===== config.mk =====
export PLATFORM = sky130hd
export DESIGN_NAME = xex_stream_ctrl
export DESIGN_NICKNAME = d
export VERILOG_FILES = /design/src/rtl/xex_pkg.sv /design/src/rtl/xex_word_packer.sv /design/src/rtl/xex_stream_ctrl.sv
export SDC_FILE = /design/constraint.sdc
export NUM_CORES = 1
export LEC_CHECK = 0
export BUFFER_PORTS_ARGS = -buffer_cell sky130_fd_sc_hd__buf_4
export CORE_AREA = 8 8 227 229
export DETAILED_ROUTE_END_ITERATION = 6
export DIE_AREA = 0 0 235 237
export HOLD_SLACK_MARGIN = 0.12
export PLACE_DENSITY = 0.67
export SYNTH_ARGS = -nofsm -noshare
export SYNTH_HDL_FRONTEND = slang
export SYNTH_HIERARCHICAL = 1
export SYNTH_SLANG_ARGS = --single-unit

===== constraint.sdc =====
create_clock -name clk -period 2.9 [get_ports clk]
set_clock_uncertainty 0.05 [all_clocks]
set_input_delay 0 -clock clk [delete_from_list [all_inputs] [get_ports clk]]
set_output_delay 0 -clock clk [all_outputs]
set_load 0.01 [all_outputs]

===== src/rtl/xex_pkg.sv =====
// Shared types and constants for the xexaes256 stream front-end.
// Holds the job mode encodings, the FSM state type and the block geometry.
package xex_pkg;

    localparam logic [1:0] MODE_ENC = 2'b01;
    localparam logic [1:0] MODE_DEC = 2'b10;

    localparam int WORDS_PER_BLK = 4;
    localparam int WORD_IDX_W    = $clog2(WORDS_PER_BLK);
    localparam logic [WORD_IDX_W-1:0] LAST_WORD = WORD_IDX_W'(WORDS_PER_BLK - 1);

    typedef enum logic [2:0] {
        ST_IDLE  = 3'd0,
        ST_LOAD  = 3'd1,
        ST_ISSUE = 3'd2,
        ST_WAIT  = 3'd3,
        ST_DRAIN = 3'd4
    } state_t;

    function automatic logic mode_ok(input logic [1:0] mode);
        return (mode == MODE_ENC) || (mode == MODE_DEC);
    endfunction

endpackage


===== src/rtl/xex_word_packer.sv =====
// 4x32 <-> 128-bit block register with a wrapping word index.
// Packs by inserting at the index, unpacks by parallel load plus index advance.
module xex_word_packer
    import xex_pkg::*;
(
    input  logic                  clk,
    input  logic                  n_rst,
    input  logic                  clr,
    input  logic                  ld_en,
    input  logic [127:0]          ld_data,
    input  logic                  wr_en,
    input  logic [31:0]           wr_data,
    input  logic                  adv,
    output logic [127:0]          blk,
    output logic [WORD_IDX_W-1:0] idx
);

    logic [127:0]          blk_q, blk_d;
    logic [WORD_IDX_W-1:0] idx_q, idx_d;

    // Block and index registers
    always_ff @(posedge clk or negedge n_rst) begin
        if (!n_rst) begin
            blk_q <= 128'd0;
            idx_q <= '0;
        end else begin
            blk_q <= blk_d;
            idx_q <= idx_d;
        end
    end

    // Parallel load restarts the index; otherwise insert and/or advance
    always_comb begin
        blk_d = blk_q;
        idx_d = idx_q;
        if (ld_en) begin
            blk_d = ld_data;
            idx_d = '0;
        end else begin
            if (wr_en) begin
                blk_d[{idx_q, 5'b00000} +: 32] = wr_data;
            end else begin
                blk_d = blk_q;
            end
            if (clr) begin
                idx_d = '0;
            end else if (adv) begin
                idx_d = idx_q + WORD_IDX_W'(1);
            end else begin
                idx_d = idx_q;
            end
        end
    end

    assign blk = blk_q;
    assign idx = idx_q;

endmodule


===== src/rtl/xex_stream_ctrl.sv =====
// Job sequencer in front of xexaes256: packs 32-bit words into blocks, runs one
// block at a time through the engine under a watchdog, and streams results out.
module xex_stream_ctrl
    import xex_pkg::*;
#(
    parameter int BLK_W   = 8,
    parameter int TIMEOUT = 1024
) (
    input  logic             clk,
    input  logic             n_rst,
    input  logic             cmd_valid,
    output logic             cmd_ready,
    input  logic [1:0]       cmd_mode,
    input  logic [127:0]     cmd_sector,
    input  logic [BLK_W-1:0] cmd_nblocks,
    input  logic [31:0]      s_data,
    input  logic             s_valid,
    output logic             s_ready,
    output logic [31:0]      m_data,
    output logic             m_valid,
    input  logic             m_ready,
    output logic             done,
    output logic             err,
    output logic             xex_in_rdy,
    output logic [1:0]       xex_mode,
    output logic [127:0]     xex_sector,
    output logic [127:0]     xex_data_in,
    input  logic             xex_out_rdy,
    input  logic             xex_busy,
    input  logic [127:0]     xex_data_out
);

    localparam int WD_W = (TIMEOUT > 2) ? $clog2(TIMEOUT) : 1;
    localparam logic [WD_W-1:0] WD_LAST = WD_W'(TIMEOUT - 1);

    state_t            state_q, state_d;
    logic [1:0]        mode_q, mode_d;
    logic [127:0]      sector_q, sector_d;
    logic [BLK_W-1:0]  nblk_q, nblk_d;
    logic [BLK_W-1:0]  blk_q, blk_d;
    logic [WD_W-1:0]   wd_q, wd_d;
    logic              done_q, done_d;
    logic              err_q, err_d;

    logic                  ibuf_clr_s;
    logic                  s_hs_s, m_hs_s, cap_s;
    logic [127:0]          ibuf_s, obuf_s;
    logic [WORD_IDX_W-1:0] in_idx_s, out_idx_s;
    logic [BLK_W-1:0]      blk_inc_s;

    assign s_hs_s    = s_valid && (state_q == ST_LOAD);
    assign m_hs_s    = m_ready && (state_q == ST_DRAIN);
    assign cap_s     = xex_out_rdy && (state_q == ST_WAIT);
    assign blk_inc_s = blk_q + BLK_W'(1);

    xex_word_packer u_ibuf (
        .clk     (clk),
        .n_rst   (n_rst),
        .clr     (ibuf_clr_s),
        .ld_en   (1'b0),
        .ld_data (128'd0),
        .wr_en   (s_hs_s),
        .wr_data (s_data),
        .adv     (s_hs_s),
        .blk     (ibuf_s),
        .idx     (in_idx_s)
    );

    xex_word_packer u_obuf (
        .clk     (clk),
        .n_rst   (n_rst),
        .clr     (1'b0),
        .ld_en   (cap_s),
        .ld_data (xex_data_out),
        .wr_en   (1'b0),
        .wr_data (32'd0),
        .adv     (m_hs_s),
        .blk     (obuf_s),
        .idx     (out_idx_s)
    );

    // FSM, job and watchdog registers
    always_ff @(posedge clk or negedge n_rst) begin
        if (!n_rst) begin
            state_q  <= ST_IDLE;
            mode_q   <= 2'b00;
            sector_q <= 128'd0;
            nblk_q   <= '0;
            blk_q    <= '0;
            wd_q     <= '0;
            done_q   <= 1'b0;
            err_q    <= 1'b0;
        end else begin
            state_q  <= state_d;
            mode_q   <= mode_d;
            sector_q <= sector_d;
            nblk_q   <= nblk_d;
            blk_q    <= blk_d;
            wd_q     <= wd_d;
            done_q   <= done_d;
            err_q    <= err_d;
        end
    end

    // Next-state logic; mode/sector are cleared on every return to IDLE
    always_comb begin
        state_d    = state_q;
        mode_d     = mode_q;
        sector_d   = sector_q;
        nblk_d     = nblk_q;
        blk_d      = blk_q;
        wd_d       = wd_q;
        done_d     = 1'b0;
        err_d      = 1'b0;
        ibuf_clr_s = 1'b0;
        case (state_q)
            ST_IDLE: begin
                if (cmd_valid) begin
                    if (!mode_ok(cmd_mode)) begin
                        err_d = 1'b1;
                    end else if (cmd_nblocks == '0) begin
                        done_d = 1'b1;
                    end else begin
                        state_d    = ST_LOAD;
                        mode_d     = cmd_mode;
                        sector_d   = cmd_sector;
                        nblk_d     = cmd_nblocks;
                        blk_d      = '0;
                        ibuf_clr_s = 1'b1;
                    end
                end else begin
                    state_d = ST_IDLE;
                end
            end
            ST_LOAD: begin
                if (s_hs_s && (in_idx_s == LAST_WORD)) begin
                    state_d = ST_ISSUE;
                end else begin
                    state_d = ST_LOAD;
                end
            end
            ST_ISSUE: begin
                if (!xex_busy) begin
                    state_d = ST_WAIT;
                    wd_d    = '0;
                end else begin
                    state_d = ST_ISSUE;
                end
            end
            ST_WAIT: begin
                if (xex_out_rdy) begin
                    state_d = ST_DRAIN;
                end else if (wd_q == WD_LAST) begin
                    err_d    = 1'b1;
                    state_d  = ST_IDLE;
                    mode_d   = 2'b00;
                    sector_d = 128'd0;
                end else begin
                    wd_d = wd_q + WD_W'(1);
                end
            end
            ST_DRAIN: begin
                if (m_hs_s && (out_idx_s == LAST_WORD)) begin
                    blk_d = blk_inc_s;
                    if (blk_inc_s == nblk_q) begin
                        done_d   = 1'b1;
                        state_d  = ST_IDLE;
                        mode_d   = 2'b00;
                        sector_d = 128'd0;
                    end else begin
                        state_d = ST_LOAD;
                    end
                end else begin
                    state_d = ST_DRAIN;
                end
            end
            default: begin
                state_d = ST_IDLE;
            end
        endcase
    end

    assign cmd_ready   = (state_q == ST_IDLE);
    assign s_ready     = (state_q == ST_LOAD);
    assign m_valid     = (state_q == ST_DRAIN);
    assign m_data      = obuf_s[{out_idx_s, 5'b00000} +: 32];
    assign xex_in_rdy  = (state_q == ST_ISSUE) && !xex_busy;
    assign xex_mode    = mode_q;
    assign xex_sector  = sector_q;
    assign xex_data_in = ibuf_s;
    assign done        = done_q;
    assign err         = err_q;

endmodule


## After elaboration in Yosys (flattened, before gate mapping)

Index checks and enable logic that the tools add are counted.

- Add/sub/neg operators: 5
- Equality and inequality tests: 22
- Shifts and indexed selects: 3
- Multiplexer cells: 55
- Bitwise gates (word level): 1
- Reduce and logical (&&, ||, !) cells: 20

Operator list:

| kind | count |
|---|---|
| 128-bit two-way mux | 7 |
| 128-bit case mux with 3 select lines | 1 |
| 128-bit bitwise mux | 1 |
| 32-bit by 9-bit variable shift with 128-bit output, first input constant | 1 |
| 128-bit by 8-bit variable part select with 32-bit output | 1 |
| 32-bit by 9-bit variable part select with 128-bit output | 1 |
| 8-bit two-way mux | 4 |
| 10-bit two-way mux | 3 |
| 2-bit two-way mux | 12 |
| 10-bit case mux with 2 select lines | 1 |
| 3-bit two-way mux | 6 |
| 8-bit case mux with 2 select lines | 1 |
| 1-bit two-way mux | 15 |
| 3-bit case mux with 5 select lines | 1 |
| 10-bit by 1-bit adder with 10-bit output, second input constant | 1 |
| 10-bit equality test, second input constant | 1 |
| 2-bit != test, second input constant | 5 |
| 7-bit negator with 9-bit output | 1 |
| 8-bit by 1-bit adder with 8-bit output, second input constant | 1 |
| 8-bit equality test | 1 |
| 8-bit zero test | 1 |
| 2-bit by 1-bit != test with 1-bit output, second input constant | 4 |
| 4-bit AND reduction | 2 |
| 8-bit AND reduction | 1 |
| 19 further kinds | 33 |

- Register bits after elaboration: 421
- Output and inout port bits: 296
- Logic and storage cells: 118

## Depth between registers and ports, before layout

Gate-level depths: netlist of run 1.

- Depth after elaboration: 6
- Depth in mapped cells: 10
- Depth with buffers taken out: 7

## Hierarchy

The synthesis of run 1 kept the hierarchy.

By module, submodules not included:

| module | times used | cells each | area each (sq um) | sequential area each (sq um) |
|---|---|---|---|---|
| xex_stream_ctrl | 1 | 809 | 8344.3 | 4028.9 |
| xex_word_packer at u_ibuf | 1 | 450 | 5774.3 | 3253.1 |
| xex_word_packer at u_obuf | 1 | 449 | 5723.0 | 3253.1 |

## Worst setup path before layout of run 1

No wires, ideal clock.

- Kind: reg2reg
- From: register blk_q[0]
- To: register sector_q[7], in the netlist xex_sector[7]
- Setup time: 0.123 ns
- Arrival time: 2.071 ns
- Setup slack: 0.656 ns
- Cell stages (with the launch flop): 10
- Buffers on the path: 2
- Cells stage by stage: dfrtp_1 ha_1 nand2b_1 o211ai_1 nor3b_1 o2111ai_1 nor4_2 buf_4 buf_6 o21ai_2

- Longest elaborated chain between the ends: 4

Ends and longest elaborated chain:

| item | RTL line | source |
|---|---|---|
| from (decl) | xex_stream_ctrl.sv:40 | `logic [BLK_W-1:0] blk_q, blk_d;` |
| from (signal assigned) | xex_stream_ctrl.sv:98 | `blk_q <= blk_d;` |
| 8-bit by 1-bit adder with 8-bit output | xex_stream_ctrl.sv:54 | `assign blk_inc_s = blk_q + BLK_W'(1);` |
| 8-bit equality test | xex_stream_ctrl.sv:165 | `if (blk_inc_s == nblk_q) begin` |
| 2-bit by 1-bit != test with 1-bit output (no source line) | - |  |
| 8-bit AND reduction (no source line) | - |  |
| to (signal assigned) | xex_stream_ctrl.sv:96 | `sector_q <= sector_d;` |
| to (decl) | xex_stream_ctrl.sv:38 | `logic [127:0] sector_q, sector_d;` |

No other way between the ends.
A chain may end at the register's enable or synchronous reset.

## Worst setup path in the final report of run 1

- From: register wd_q[0]
- To: register sector_q[22], in the netlist xex_sector[22]

- Longest elaborated chain between the ends: 3

Ends and longest elaborated chain:

| item | RTL line | source |
|---|---|---|
| from (decl) | xex_stream_ctrl.sv:41 | `logic [WD_W-1:0] wd_q, wd_d;` |
| from (signal assigned) | xex_stream_ctrl.sv:99 | `wd_q <= wd_d;` |
| 10-bit equality test | xex_stream_ctrl.sv:153 | `end else if (wd_q == WD_LAST) begin` |
| 2-bit by 1-bit != test with 1-bit output (no source line) | - |  |
| 8-bit AND reduction (no source line) | - |  |

No other way between the ends.

==> metrics, run 1 <==
die height approximately 240 µm; Placeable Area ~48000 µm²; kind of critical path flip-flop to flip-flop; status finished with violations; Slew Limit Fails between 100 and 150; Slew @ Worst Pin 2890 ps; H-Tree Depth 2; Util after Layout 0.642; Layout area overhead 55.8%; Max VDD drop approximately 0.59 mV; crit end category flip-flop; commonest non-fill, non-tap cell in the layout buf_4; Starting Density 0.412; gr ovfl total 0; syn_area_per_cell between 10 and 15 µm²; Ports roughly 600; Vias/cell 5.42; Ys Warns 6; CTS tree yes; first-pass GRT wire length between 100000 and 150000 µm; post-synthesis sequential area ratio 0.531; CTS Sinks between 400 and 500; Critical Path RT between 3000 and 4000 ps; fmax approximately 0.37 GHz; Seq cells post-synth roughly 420; Total GRT Usage 0.277; largest net degree at the start of global routing between 100 and 150; Final Wtd Congestion slightly below 0.9; die width approximately 240 µm; Most used DFF post-synth dfrtp_1; shortest period the worst path allows between 2000 and 3000 ps; Clock Latency Late Sink approximately 580 ps; Distinct cells, synth between 50 and 60; area of the mapped netlist 19800 µm²; post-route cell area about 31000 µm²; number of CTS-inserted buffers 47; CTS max path bufs 3; Layout Nets 3173; peak fanout along the critical path 23; Routed Antenna Nets 0; Async S/R FF share, synth 1.00; layout cell share with drive strength beyond 1 0.279; Lkg Pwr 16.2 nW; vias in the first global route 20010; clock slew at reported path FFs around 60 ps; router iterations before antenna repair 6; failing checks max-slew violations; final cycle utilization of the critical path 0.925; Fin. Hold Viols 0; DRC Markers 0; DP HPWL between 50000 and 60000 µm; Mapped Cells between 1500 and 2000; Post-Layout Cell Count approximately 3500; via count roughly 19000; Data arrival, critical path ~3000 ps; Die Footprint around 56000 µm²; IO buf count 600; CP Launch Type flip-flop; number of flops mapped to enable cells by yosys 0; Placed Area between 20000 and 30000 µm²; DR iter-0 viols 1638; row count between 80 and 90; PwrDens about 750 nW/µm²; Rel. slew slack -0.931; final setup fails 0; setup TNS 0 ps; Hold/Removal Path Class input port to flip-flop; initial antenna violation count 13; WL/cell about 23 µm; maxcap violations 0; number of cells after detailed placement 3088; commonest non-fill, non-tap cells in the layout buf_4 (632), dfrtp_1 (420), dlygate4sd3_1 (336); Post-Route WL 79600 µm; unrepaired setup endpoints after global routing false; Root Buffer clkbuf_16
critical path, stage by stage (launching register included):
cell and delay, ps:
dfrtp_1 390, ha_1 220, nand2_1 120, nor3_2 230
and4_1 330, a311oi_4 60, buf_4 170, buf_12 150
a22oi_1 160, dlygate4sd3_1 570, o21ai_1 90
synth_stat cells, types with 2 or more instances:
master / n / area [µm²]
ha_1: 12 / 150
nor3b_1: 4 / 30.0
mux2_2: 8 / 90.1
a22oi_2: 10 / 125
o41ai_1: 3 / 26.3
nor2_1: 25 / 93.8
nand3_1: 12 / 60.1
a22oi_1: 120 / 901
and3_1: 4 / 25.0
o21ai_2: 10 / 87.6
a21oi_1: 13 / 65.1
nor3b_2: 2 / 25.0
a22o_1: 257 / 2250
a21o_1: 259 / 1940
inv_1: 6 / 22.5
and2_1: 4 / 25.0
buf_1: 7 / 26.3
dfrtp_1: 421 / 10500
buf_4: 18 / 135
a211oi_1: 2 / 15.0
xnor2_1: 10 / 87.6
buf_2: 63 / 315
xor2_1: 8 / 70.1
mux2i_1: 2 / 20.0
and4_1: 3 / 26.3
mux4_2: 32 / 721
nand4bb_1: 2 / 22.5
o31ai_1: 3 / 22.5
nand2_1: 147 / 552
nand4_1: 2 / 12.5
nor3_1: 11 / 55.1
clkbuf_1: 46 / 173
o21ai_0: 45 / 225
buf_6: 19 / 214
nand2b_1: 5 / 31.3
o21ai_1: 92 / 460
state kept, by name, summed over array words and instances (netlist names):
register    cells
u_ibuf/blk    128
state_q         3
wd_q           10
u_obuf/idx      2
u_ibuf/idx      2
err             1
done            1
u_obuf/blk    128
blk_q           8
xex_sector    128
xex_mode        2
nblk_q          8
final timing paths:
check,end,depth (start not counted),slack (ps),startpoint
min in group asynchronous,u_obuf/blk[99],4,570,n_rst
min reg2reg,blk_q[7],1,470,blk_q[7]
max in group asynchronous,xex_sector[29],4,1680,n_rst
max reg2reg,xex_sector[22],10,220,wd_q[0]
min,xex_sector[33],4,150,cmd_sector[33]
max,xex_sector[22],10,220,wd_q[0]
repair_timing:
item                                    in CTS  in global routing
gates resized for setup                      0                  1
hold endpoints to repair                   828                  0
endpoints found under the setup margin       0                 26
buffers inserted                             0                  4
hold buffers                               337                  0
metrics by stage:
step	setup WS [ps]	hold WS, ps	power (mW)
global route	95.3	139	24.1
finish	219	154	23.0
CTS	9.94	123	22.9
detailed placement	299	5.21	16.1
global placement	335	0.0598	15.8
floorplan	656	-346	12.4
power by group:
part | internal, mW | switching (mW)
registers | 7.66 | 1.39
clock network | 3.65 | 2.50
logic | 4.26 | 3.58
cells by family (layout without fill, tap and decap cells):
family	after synthesis	count (layout)	synth area share
AOI/OAI and AO/OA	821	821	0.312
DFF	421	421	0.531
and+or+nand+nor	233	233	0.0542
buffers and inverters	160	1079	0.0448
muxes	42	42	0.0419
xor gates and xnor gates	18	18	0.00795
adders and majority gates	12	12	0.00757
other	1	281	0.000189
layout make-up:
cell class / count / area [µm²]
antenna: 14 / 35.0
clock buffer: 69 / 1380
clock inverter: 17 / 205
fill: 3625 / 17200
inverter: 7 / 26.3
multi-input combinational: 1393 / 9470
sequential: 421 / 10500
tap: 622 / 778
timing repair buffer: 986 / 8470
layer usage:
layer	routed length (µm)	track usage
met1	30800	0.333
met2	38600	0.460
met3	6080	0.0708
met4	4120	0.134
met5	12	0
Note: power is estimated with default switching activity, not from simulation.
==> run 2, diff against run 1 <==
--- a/config.mk
+++ b/config.mk
@@ -6,11 +6,11 @@
 export NUM_CORES = 1
 export LEC_CHECK = 0
 export BUFFER_PORTS_ARGS = -buffer_cell sky130_fd_sc_hd__buf_4
-export CORE_AREA = 8 8 227 229
+export CORE_AREA = 2 2 237 239
 export DETAILED_ROUTE_END_ITERATION = 6
-export DIE_AREA = 0 0 235 237
+export DIE_AREA = 0 0 239 241
 export HOLD_SLACK_MARGIN = 0.12
-export PLACE_DENSITY = 0.67
+export PLACE_DENSITY = 0.6
 export SYNTH_ARGS = -nofsm -noshare
 export SYNTH_HDL_FRONTEND = slang
 export SYNTH_HIERARCHICAL = 1
==> run 2 against run 1 <==
Effect of this change:
- the run still ends with max-slew violations left
- hold slack better by 5.9 ps
- clock power up 4.9%
- flip-flop and latch count unchanged
- global-route usage down 2.5 points
- largest power group unchanged
- via count down 2.2%
- critical path depth unchanged
- register-to-register slack worse by 60 ps
- design area up 0.97%
- first-iteration DRC count down 32%
- die area up 3.4%
- non-clock buffer count down 1
==> metrics, run 2 (same netlist as run 1, synthesis figures left out) <==
H-Tree Depth 2 (unchanged); Final Wtd Congestion 0.828 (-5.1%); layout cell share with drive strength beyond 1 0.284 (+0.00533); maxcap violations 0 (unchanged); Clock Latency Late Sink 580 ps (about the same); CTS tree yes; router iterations before antenna repair 7 (+1); kind of critical path flip-flop to flip-flop; row count 86 (+6.2%); PwrDens 736 nW/µm² (-1.4%); area of the multi-input gates 9510 µm² (+0.36%); Data arrival, critical path 3160 ps (+90 ps); clock slew at reported path FFs 60 ps (about the same); flop-to-flop setup slack 160 ps (-60 ps); reg2reg start wd_q[0]; Slew Limit Fails 132 (unchanged); FF/Latch Area 10500 µm² (about the same); Placeable Area 54900 µm² (+14%); Root Buffer clkbuf_16; Die Footprint 57600 µm² (+3.4%); Lkg Pwr 16.3 nW (+0.52%); hold endpoint u_ibuf/blk[38]; number of CTS-inserted buffers 48 (+2.1%); Vias/cell 5.18 (-4.4%); commonest non-fill, non-tap cells in the layout buf_4 (630), dfrtp_1 (419), dlygate4sd3_1 (330); shortest period the worst path allows 2740 ps (+62.4 ps); final worst-path setup slack 156 ps (-62.4 ps); unrepaired setup endpoints after global routing false; largest net degree at the start of global routing 137 (unchanged); Starting Density 0.362 (-0.0506); Setup WS pre-CTS 336 ps (+36.0 ps); R2R cell count 10 (unchanged); Fin. Hold Viols 0 (unchanged); Worst Hold Launch s_data[6]; Critical Path RT 3310 ps (+20 ps); fmax 0.364 GHz (-2.3%); Total GRT Usage 0.252 (-0.0251); commonest non-fill, non-tap cell in the layout buf_4; CTS max path bufs 3 (unchanged); number of cells after detailed placement 3169 (+2.6%); Routed Antenna Nets 0 (unchanged); Fill cells 4589 (+27%); worst hold stages 3 (-1); final cycle utilization of the critical path 0.946 (+0.0215); DP HPWL 48800 µm (-7.2%); r2r endpoint xex_sector[37]; via count 18694 (-2.2%); Slew @ Worst Pin 3150 ps (+269 ps); CTS Sinks 421 (unchanged); Util after Layout 0.569 (-0.0734); Layout Nets 3173 (unchanged); initial antenna violation count 15 (+2); setup TNS 0 ps (unchanged); WL/cell 20.8 µm (-7.8%); Post-Layout Cell Count 3612 (+2.4%); status finished with violations; Max VDD drop 0.565 mV (-3.8%); Rel. slew slack -1.11 (-0.180); DR iter-0 viols 1112 (-32%); die width 239 µm (+1.7%); final setup fails 0 (unchanged); WHS 160 ps (+5.92 ps); Ports 601 (unchanged); first-pass GRT wire length 112000 µm (-8.4%); CP Launch Type flip-flop; peak fanout along the critical path 11 (-52%); Hold/Removal Path Class input port to flip-flop; failing checks max-slew violations; crit end category flip-flop; DRC Markers 0 (unchanged); IO buf count 600 (unchanged); die height 241 µm (+1.7%); vias in the first global route 19297 (-3.6%); gr ovfl total 0 (unchanged); crit path from wd_q[0]; Post-Route WL 75200 µm (-5.6%); Layout area overhead 57.3%
==> run 2: power breakdown <==
group          switching (mW)  internal, mW  total, mW
Combinational            3.31          4.13       7.44
Sequential               1.40          7.66       9.06
Clock                    2.59          3.87       6.46
Total                    7.30          15.7       23.0
==> run 2: metrics by stage <==
| stage | power (mW) | cell area (µm²) |
|---|---|---|
| floorplan | 12.4 | 20800 |
| global placement | 15.7 | 26100 |
| detailed placement | 15.9 | 26100 |
| CTS | 23.0 | 31100 |
| global route | 24.1 | 31200 |
| finish | 23.0 | 31200 |
==> run 2: timing repair <==
item,4_1_cts,5_1_grt
hold endpoints to repair,834,0
hold buffers,331,0
buffers inserted,0,9
endpoints found under the setup margin,0,15
resized for setup,0,5
==> run 2: cell type report <==
type | instances | area share
Sequential cell | 421 | 0.338
Multi-Input combinational cell | 1393 | 0.305
Timing Repair Buffer | 985 | 0.274
Clock buffer | 71 | 0.0471
Tap cell | 704 | 0.0282
Clock inverter | 18 | 0.00674
Antenna cell | 13 | 0.00104
Inverter | 7 | 0.000842
==> run 2: how the worst max path moves through the flow <==
stage	endpoint	slack, ps
floorplan	xex_sector[7]	660
global placement	xex_sector[94]	370
detailed placement	xex_sector[86]	340
CTS	xex_sector[117]	10
global route	xex_sector[46]	20
finish	xex_sector[37]	160
==> run 2: worst max-delay path: stages, from the launching register on <==
cell	delay, ps
dfrtp_1	380
ha_1	200
nand2_1	90
nor3_1	340
and4_1	340
a311oi_4	50
buf_4	180
buf_4	170
a22oi_1	130
o21ai_0	110
dlygate4sd3_1	580
==> run 2: layer usage <==
metal | vias to the layer above | share of wire | routed length [µm] | global-route usage
met5 | - | 0.00051 | 38 | 0
met4 | 6 | 0.040 | 2980 | 0.109
met3 | 176 | 0.069 | 5190 | 0.0600
met2 | 662 | 0.49 | 36800 | 0.427
met1 | 9330 | 0.40 | 30100 | 0.306
li1 | 8520 | - | - | -
==> run 3, diff against run 2 <==
==> constraint.sdc (replaced) <==
create_clock -name clk -period 2.9 [get_ports clk]
set_clock_uncertainty 0.05 [all_clocks]
set_input_delay 0.145 -clock clk [delete_from_list [all_inputs] [get_ports clk]]
set_output_delay 0.145 -clock clk [all_outputs]
set_load 0.01 [all_outputs]
==> run 3 against run 2 <==
Effect of this change:
- the flow still finishes with violations (max-slew violations)
- hold slack better by 8.8 ps
- design area is 1.6% lower
- die area did not move
- largest power group unchanged
- critical path type unchanged
- register-to-register slack improved by 20 ps
- wire length down 0.54%
- first-iteration DRC count rose by 6.5%
- non-clock buffer count shrank 37
- clock power decreased by 5.6%
- core utilization down 0.90 points
- setup slack better by 20 ps
- combinational power fell by 2%
==> metrics, run 3 (same netlist as run 1, synthesis figures left out) <==
commonest non-fill, non-tap cells in the layout buf_4 (620), dfrtp_1 (420), dlygate4sd3_1 (304); Routed Antenna Nets 0 (unchanged); Fill cells 4588 (-0.022%); Data arrival, critical path 3160 ps (about the same); Slew @ Worst Pin 2970 ps (-180 ps); Total GRT Usage 0.250 (-0.00136); commonest non-fill, non-tap cell in the layout buf_4; crit end category flip-flop; maxcap violations 0 (unchanged); router iterations before antenna repair 5 (-2); IO buf count 600 (unchanged); WL met2 37000 µm (+0.51%); DRC Markers 0 (unchanged); row count 86 (unchanged); CP Launch Type flip-flop; H-Tree Depth 2 (unchanged); first-pass GRT wire length 112000 µm (about the same); die height 241 µm (unchanged); kind of critical path flip-flop to flip-flop; Rel. slew slack -0.990 (+0.120); via count 18498 (-1.0%); Setup WS pre-CTS 295 ps (-41.0 ps); final worst-path setup slack 177 ps (+20.4 ps); DR top layer met5; Critical Path RT 3330 ps (+20 ps); Die Footprint 57600 µm² (unchanged); initial antenna violation count 8 (-7); Vias/cell 5.19 (+0.23%); Fin. Hold Viols 0 (unchanged); overall power 22.5 mW (-2.1%); failing checks max-slew violations; Slew Limit Fails 132 (unchanged); Lkg Pwr 16.1 nW (-1.3%); Placeable Area 54900 µm² (unchanged); peak fanout along the critical path 7 (-4); CTS tree yes; Root Buffer clkbuf_16; number of CTS-inserted buffers 49 (+2.1%); unrepaired setup endpoints after global routing false; Util after Layout 0.560 (-0.00898); CTS max path bufs 3 (unchanged); worst hold stages 6 (+3); shortest period the worst path allows 2720 ps (-20.4 ps); Hold/Removal Path Class input port to flip-flop; Starting Density 0.362 (unchanged); DR iter-0 viols 1184 (+6.5%); clock slew at reported path FFs 60 ps (about the same); fmax 0.367 GHz (+0.75%); Ports 601 (unchanged); vias in the first global route 18865 (-2.2%); DP HPWL 48900 µm (+0.20%); Layout Nets 3137 (-1.1%); CTS Sinks 421 (unchanged); Final Wtd Congestion 0.837 (+1.1%); final setup fails 0 (unchanged); largest net degree at the start of global routing 137 (unchanged); setup TNS 0 ps (unchanged); status finished with violations; Clock Latency Late Sink 580 ps (about the same); die width 239 µm (unchanged); gr ovfl total 0 (unchanged); DR WL met3 5120 µm (-1.4%); Max VDD drop 0.437 mV (-23%); Post-Route WL 74800 µm (-0.54%); final cycle utilization of the critical path 0.939 (-0.00705); Met1 Wirelength 30400 µm (+0.68%); layout cell share with drive strength beyond 1 0.280 (-0.00348); R2R cell count 8 (-2); Layout area overhead 54.8%; post-CTS setup buffer count 0 (unchanged); WL/cell 21.0 µm (+0.74%); PwrDens 731 nW/µm² (-0.57%)
run 3: cell count changes in the layout (fill, tap and decap cells not counted), moves of 3 or more:
cell           delta
diode_2           -7
dlygate4sd3_1    -26
buf_4            -10
clkbuf_1          +3
run 3: critical path: stages, from the launching register on:
cell and delay [ps]:
dfrtp_1 400, ha_1 230, nand2_1 110, nor3_1 90, and4_1 260, a311oi_4 660, a22oi_1 140, dlygate4sd3_1 610
o21ai_0 90
run 3: repair_timing:
action	4_1_cts	5_1_grt
endpoints found under the hold margin	810	0
setup endpoints to repair	0	1
hold buffers	305	0
gates resized for setup	0	1
run 3: area by class of cell:
type / instances / area, µm² / area share
clock inverter: 16 / 146 / 0.00477
multi-input combinational: 1393 / 9490 / 0.309
antenna: 6 / 15.0 / 0.000489
clock buffer: 71 / 1430 / 0.0465
timing repair buffer: 948 / 8190 / 0.267
sequential: 421 / 10500 / 0.343
inverter: 7 / 26.3 / 0.000856
tap: 704 / 881 / 0.0287
run 3: power by group:
group	switching, mW	internal (mW)
logic	3.32	3.99
clock network	2.51	3.58
registers	1.40	7.66
total	7.23	15.2
run 3: path summary, 6_finish.rpt:
path / from / to / slack (ps)
worst max-delay path: wd_q[0] / xex_sector[45] / 180
worst min register to register: blk_q[7] / blk_q[7] / 460
min in group asynchronous: n_rst / u_ibuf/blk[47] / 200
worst min-delay path: xex_busy / wd_q[0] / 170
worst max register to register: wd_q[0] / xex_sector[45] / 180
max in group asynchronous: n_rst / xex_sector[67] / 2050
run 3: metal layers:
layer	global-route usage	vias to the layer above
met3	0.0566	139
met1	0.311	9242
met5	0	-
met2	0.428	684
met4	0.0879	4
li1	-	8429
run 3: per-stage QoR:
stage | cells | hold slack (ps) | area, µm²
2_1_floorplan | 1974 | -201 | 20800
3_3_place_gp | 3168 | 102 | 26000
3_5_place_dp | 3168 | 102 | 26000
4_1_cts | 3560 | 126 | 30700
5_1_grt | 3566 | 168 | 30700
6_report | 3566 | 169 | 30700
